**config.mk**
```make
export PLATFORM = sky130hd
export DESIGN_NAME = rom_arbiter
export DESIGN_NICKNAME = d
export VERILOG_FILES = /design/src/rtl/rom_arbiter_pkg.sv /design/src/rtl/rom_arbiter.sv
export SDC_FILE = /design/constraint.sdc
export NUM_CORES = 1
export LEC_CHECK = 0
export CAP_MARGIN = 20
export CORE_ASPECT_RATIO = 1.5
export CORE_MARGIN = 1.5
export CORE_UTILIZATION = 40
export CTS_CLUSTER_SIZE = 10
export DETAILED_ROUTE_END_ITERATION = 16
export HOLD_SLACK_MARGIN = 0.1
export MAX_ROUTING_LAYER = met4
export PLACE_DENSITY_LB_ADDON = 0.15
export REMOVE_ABC_BUFFERS = 1
export SLEW_MARGIN = 20
export SYNTH_ARGS = -nofsm -noshare
export SYNTH_HDL_FRONTEND = slang
export SYNTH_SLANG_ARGS = --single-unit
export TNS_END_PERCENT = 5
```
**constraint.sdc**
```tcl
create_clock -name clk -period 4.5 [get_ports clk]
set_clock_uncertainty 0.2 [all_clocks]
set_input_delay 0.45 -clock clk [delete_from_list [all_inputs] [get_ports clk]]
set_output_delay 0.45 -clock clk [all_outputs]
set_load 0.005 [all_outputs]
```
**src/rtl/rom_arbiter_pkg.sv**
```systemverilog
// Shared types and defaults for the PRG/CHR ROM arbiter.
//   Provides the FSM state encoding, the requester (owner) encoding,
//   the mapper-side address width and the default unified memory map.
package rom_arbiter_pkg;

  localparam int unsigned ROM_AW_DEFAULT   = 22;
  localparam int unsigned MAP_AW           = 21;
  localparam int unsigned DATA_W           = 8;
  localparam int unsigned TIMEOUT_DEFAULT  = 255;
  localparam logic [21:0] CHR_BASE_DEFAULT = 22'h200000;
  localparam logic [7:0]  TIMEOUT_DATA     = 8'hFF;

  typedef enum logic [1:0] {
    ARB_IDLE  = 2'd0,
    ARB_ISSUE = 2'd1,
    ARB_WAIT  = 2'd2,
    ARB_ACK   = 2'd3
  } arb_state_t;

  typedef enum logic {
    OWNER_PRG = 1'b0,
    OWNER_CHR = 1'b1
  } owner_t;

endpackage

```
**src/rtl/rom_arbiter.sv**
```systemverilog
// Serialises the mapper's PRG-ROM and CHR-ROM read ports onto one shared
// read-only ROM port with round-robin arbitration and a per-access watchdog.
// Ports:
//   clk, reset                  clock, asynchronous active-high reset
//   promaddr/promreq            PRG request (level, held until promack)
//   promdata/promack            PRG read data and one-cycle completion pulse
//   cromaddr/cromreq            CHR request (level, held until cromack)
//   cromdata/cromack            CHR read data and one-cycle completion pulse
//   rom_addr/rom_rd             unified ROM address and read command
//   rom_gnt                     memory accepted the command this cycle
//   rom_rdata/rom_valid         memory read data and its valid pulse
//   timeout_err                 sticky flag: an access hit the watchdog limit
module rom_arbiter
  import rom_arbiter_pkg::*;
#(
  parameter int unsigned     AW       = ROM_AW_DEFAULT,
  parameter logic [AW-1:0]   CHR_BASE = AW'(CHR_BASE_DEFAULT),
  parameter int unsigned     TIMEOUT  = TIMEOUT_DEFAULT
) (
  input  logic              clk,
  input  logic              reset,
  input  logic [MAP_AW-1:0] promaddr,
  input  logic              promreq,
  output logic [DATA_W-1:0] promdata,
  output logic              promack,
  input  logic [MAP_AW-1:0] cromaddr,
  input  logic              cromreq,
  output logic [DATA_W-1:0] cromdata,
  output logic              cromack,
  output logic [AW-1:0]     rom_addr,
  output logic              rom_rd,
  input  logic              rom_gnt,
  input  logic [DATA_W-1:0] rom_rdata,
  input  logic              rom_valid,
  output logic              timeout_err
);

  localparam int unsigned WDW = (TIMEOUT > 1) ? $clog2(TIMEOUT + 1) : 1;

  arb_state_t        state_q, state_d;
  owner_t            owner_q, owner_d;
  logic              last_chr_q, last_chr_d;
  logic [WDW-1:0]    wdog_q, wdog_d;
  logic [AW-1:0]     rom_addr_d;
  logic              rom_rd_d;
  logic              promack_d, cromack_d;
  logic [DATA_W-1:0] promdata_d, cromdata_d;
  logic              timeout_err_d;
  logic              cap_en;
  logic [DATA_W-1:0] cap_data;

  // State and registered outputs.
  always_ff @(posedge clk or posedge reset) begin
    if (reset) begin
      state_q     <= ARB_IDLE;
      owner_q     <= OWNER_PRG;
      last_chr_q  <= 1'b0;
      wdog_q      <= '0;
      rom_addr    <= '0;
      rom_rd      <= 1'b0;
      promack     <= 1'b0;
      cromack     <= 1'b0;
      promdata    <= '0;
      cromdata    <= '0;
      timeout_err <= 1'b0;
    end else begin
      state_q     <= state_d;
      owner_q     <= owner_d;
      last_chr_q  <= last_chr_d;
      wdog_q      <= wdog_d;
      rom_addr    <= rom_addr_d;
      rom_rd      <= rom_rd_d;
      promack     <= promack_d;
      cromack     <= cromack_d;
      promdata    <= promdata_d;
      cromdata    <= cromdata_d;
      timeout_err <= timeout_err_d;
    end
  end

  // Next-state and next-output logic.
  always_comb begin
    state_d       = state_q;
    owner_d       = owner_q;
    last_chr_d    = last_chr_q;
    wdog_d        = wdog_q;
    rom_addr_d    = rom_addr;
    rom_rd_d      = rom_rd;
    promack_d     = 1'b0;
    cromack_d     = 1'b0;
    promdata_d    = promdata;
    cromdata_d    = cromdata;
    timeout_err_d = timeout_err;
    cap_en        = 1'b0;
    cap_data      = rom_rdata;

    case (state_q)
      ARB_IDLE: begin
        wdog_d = '0;
        if (promreq || cromreq) begin
          // Contention goes to whichever side was not served last.
          if (promreq && cromreq) owner_d = last_chr_q ? OWNER_PRG : OWNER_CHR;
          else                    owner_d = cromreq ? OWNER_CHR : OWNER_PRG;
          rom_addr_d = (owner_d == OWNER_CHR) ? CHR_BASE + AW'(cromaddr) : AW'(promaddr);
          rom_rd_d   = 1'b1;
          state_d    = ARB_ISSUE;
        end
      end

      ARB_ISSUE, ARB_WAIT: begin
        // Data accompanying the grant counts as completion.
        if (rom_valid && (state_q == ARB_WAIT || rom_gnt)) begin
          rom_rd_d = 1'b0;
          cap_en   = 1'b1;
          state_d  = ARB_ACK;
        end else if (wdog_q == WDW'(TIMEOUT - 1)) begin
          rom_rd_d      = 1'b0;
          cap_en        = 1'b1;
          cap_data      = TIMEOUT_DATA;
          timeout_err_d = 1'b1;
          state_d       = ARB_ACK;
        end else begin
          wdog_d = wdog_q + WDW'(1);
          if (state_q == ARB_ISSUE && rom_gnt) begin
            rom_rd_d = 1'b0;
            state_d  = ARB_WAIT;
          end
        end
      end

      ARB_ACK: begin
        last_chr_d = (owner_q == OWNER_CHR);
        state_d    = ARB_IDLE;
      end

      default: state_d = ARB_IDLE;
    endcase

    // Completion loads the owner's data register and raises its ack for the ACK cycle.
    if (cap_en) begin
      if (owner_q == OWNER_CHR) begin
        cromdata_d = cap_data;
        cromack_d  = 1'b1;
      end else begin
        promdata_d = cap_data;
        promack_d  = 1'b1;
      end
    end
  end

endmodule

```
==> impl_metrics.yaml <==
critical_path:
  critical_path_cell_count: 6
  critical_path.max_stage_delay_ps: 540
  ff2ff_setup_slack_ps: 2040
  cp_data_arrival_time_ps: 2450
  worst_r2r_path_depth: 6
  worst_ep_required_time_ps: 4490
  critical_path.startpoint_type: "flip-flop"
  critPathSlowestCell: "ha_1"
  worst-path-max-fanout: 14
  path_cells: "inv_1 -> ha_1 -> and4_1 -> a22o_4 -> nor2b_4 -> mux2_4"
  path_class: "reg2reg"
  regToRegStartpoint: "state_q[0]"
  critical_path.top_delay_family: "simple AND/OR/NAND/NOR gates"
  worstReg2RegEnd: "promdata[4]"
  critical_path.n_buffers_inverters: 1
  crit_path_start: "state_q[0]"
  timing.critical_path.to_type: "flip-flop"
  cp-endpoint: "promdata[4]"
sta:
  timing.final.setup_violations: 0
  maxClockFrequency_ghz: 0.406
  report.final.slew_viol_count: 0
  grt_setup_unrepaired: "no"
  worst-slew-pin-transition_ps: 611
  setup_total_negative_slack_ps: 0
  share_of_the_clock_period_used_by_the_worst_path_pct: 54.7
  timing.final.hold_violations: 0
  min_period_ps: 2460
  slew_headroom_pct: 59.2
detailed_routing:
  avgViaCountPerCell: 4.97
  drtIter0Drc: 98
  routed_wire_length_per_instance_microns: 13.8
  detailedRoute.firstPassIterationCount: 4
  postRouteWirelength_microns: 5440
  vias: 1954
  drc: 0
  ant_nets: 0
pwr:
  pwr_density_cell_nw_per_um2: 579
  comb_power_share_pct: 48.6
  share_seq_of_total_power_pct: 38.3
  clock_power_share_pct: 13.0
  power_report.internal_total_w: 0.00142
  vdd.ir_drop.worst_mv: 0.236
  cellLeakagePower_nw: 1.62
  power_switching_w: 0.000714
  p_sw_share_pct: 33.4
min_path:
  hold_path.startpoint: "rom_addr[20]"
  timing.hold.worst.class: "reg2reg"
die:
  die_width_microns: 68.2
  std_cell_rows: 35
  die_area_sq_um: 6870
  die_h_microns: 101
  ioPinCount: 98
  core-area_sq_um: 6130
  floorplan.initialDensity_pct: 41.6
flow_run:
  cap_violations: 0
logic_synthesis:
  synthCells: 221
  yosysTopAreaCellShare_pct: 52.1
  largest_cells_by_area_after_synthesis: "dfrtp_1, mux2i_1, o21ai_0"
  yosys_most_used_dff: "dfrtp_1"
  synth.avg_cell_area_sq_um: 11.5
  number_of_distinct_library_cells_after_synthesis: 43
  synthArstFlopShare_pct: 100
  sequential_to_total_area_share_from_yosys_stat_pct: 52.1
  ys_warn_count: 0
  synth_area_sq_um: 2550
  synth_edf_count: 0
  post-synth-top-area-cell: "dfrtp_1"
  ys_ff_latch: 53
grt:
  grt_max_degree: 43
  global_route.usage.total_pct: 17.7
  grt_pass1_wl_microns: 9090
  first_global_vias: 1935
  antenna_found_initial: 0
  grt_overflow_total: 0
final_layout:
  finalNetCount: 380
  post_layout_nonfiller_instances: 393
  final.fill_count: 531
  num_antenna_cells: 0
  drive_gt1_share_pct: 12.2
  relative_area_change_from_synthesis_to_final_layout_pct: 44.8
clocking:
  clock_path_buffers: 2
  clkLatencyLatePin_ps: 300
  post_cts_resize_count: 0
  tritoncts: "done"
  cts_sinks: 53
  numCtsBuffers: 5
  cts-hold-fix-buffers: 0
  clkTransAtPathRegs_ps: 100
  clock-root-buffer: "clkbuf_8"
  postCtsSetupBuffers: 0
  cts.htree.levels: 2
place:
  final_wtd_congestion: 0.804
  dp.cells: 385
  hpwl_microns: 4170
  port_buffers: 97
status:
  result_of_the_run: "finished, final reports clean"
[cell usage in the layout, fill, tap and decap left out, types with 2 or more instances in the layout]
cell	synthesis	final
clkdlybuf4s50_1	0	97
dfrtp_1	53	53
o21ai_0	27	27
nand2_1	26	26
mux2i_1	21	21
nand2b_1	11	11
mux2_2	11	11
mux2_4	8	8
inv_1	7	6
ha_1	6	6
clkbuf_8	0	5
nor2_1	4	4
a31oi_1	4	4
nand3_1	3	3
a21oi_1	3	3
o31ai_1	2	2
buf_4	3	2
[layer usage]
metal / GRT usage, % / part of all wire (%) / vias up
met3: 2.91 / 5.5 / 2
met4: 6.00 / 0.70 / 0
met1: 22.0 / 42 / 906
met5: - / 0 / -
met2: 28.8 / 52 / 72
li1: - / - / 974
[how the worst min path moves through the flow]
stage                         endpoint  cells after the start
after floorplan              wdog_q[7]                      1
after CTS                 rom_addr[20]                      2
after global placement    rom_addr[11]                      2
final                     rom_addr[20]                      2
after global routing       timeout_err                      1
after detailed placement  rom_addr[20]                      2
[metrics by stage]
| stage | setup WS (ps) | area, sq um | util (%) | power [W] | hold WS, ps |
|---|---|---|---|---|---|
| final | 2040 | 3690 | 60.2 | 0.00214 | 284 |
| after global routing | 1870 | 3690 | 60.2 | 0.00232 | 313 |
| after CTS | 2020 | 3690 | 60.2 | 0.00217 | 291 |
| after detailed placement | 2050 | 3600 | 58.7 | 0.00189 | 270 |
| after global placement | 2120 | 3580 | 58.3 | 0.00186 | 260 |
| after floorplan | 1780 | 2490 | - | 0.00133 | 256 |
[worst reg2reg max path, delay by kind of cell (launching register included)]
family | cells | cell delay, ps
buf+inv | 1 | 80
compound gates | 1 | 170
fa+ha+maj | 1 | 540
mux | 1 | 330
flops | 1 | 390
simple gates | 2 | 640
[sequential cells by signal, summed over array words and instances (netlist names)]
signal / count
rom_addr: 21
cromdata: 8
promdata: 8
wdog_q: 8
state_q: 2
cromack: 1
last_chr_q: 1
owner_q: 1
promack: 1
rom_rd: 1
timeout_err: 1
[final cells by class]
class,count,area [sq um],area share (%)
clock buffer,5,68.8,1.87
tap,74,92.6,2.51
multi-input combinational,151,1140,31.0
timing repair buffer,100,1010,27.3
inverter,7,26.3,0.712
sequential,53,1330,35.9
clock inverter,3,25.0,0.678
[synthesized netlist by cell type (2+ instances only)]
| master | n |
|---|---|
| dfrtp_1 | 53 |
| o21ai_0 | 27 |
| nand2_1 | 26 |
| mux2i_1 | 21 |
| mux2_2 | 11 |
| nand2b_1 | 11 |
| mux2_4 | 8 |
| inv_1 | 7 |
| ha_1 | 6 |
| clkbuf_1 | 5 |
| a31oi_1 | 4 |
| nor2_1 | 4 |
| a21oi_1 | 3 |
| buf_4 | 3 |
| nand3_1 | 3 |
| o31ai_1 | 2 |
[power by group through the flow]
stage | Clock (W) | Combinational (W) | Sequential (W)
2_1_floorplan | 0 | 0.000511 | 0.000822
5_1_grt | 0.000305 | 0.00116 | 0.000851
3_3_place_gp | 0 | 0.00104 | 0.000821
6_report | 0.000278 | 0.00104 | 0.000819
3_5_place_dp | 0 | 0.00106 | 0.000830
4_1_cts | 0.000287 | 0.00106 | 0.000823
[cell families (layout without fill, tap and decap cells)]
group | count (synthesis) | in the layout | synth area share, %
buf+inv | 17 | 115 | 3.29
fa+ha+maj | 6 | 6 | 2.95
mux | 40 | 40 | 17.8
compound gates | 51 | 51 | 12.9
simple gates | 54 | 54 | 11.0
flops | 53 | 53 | 52.1
No activity file was read; power rests on OpenSTA's default activity.
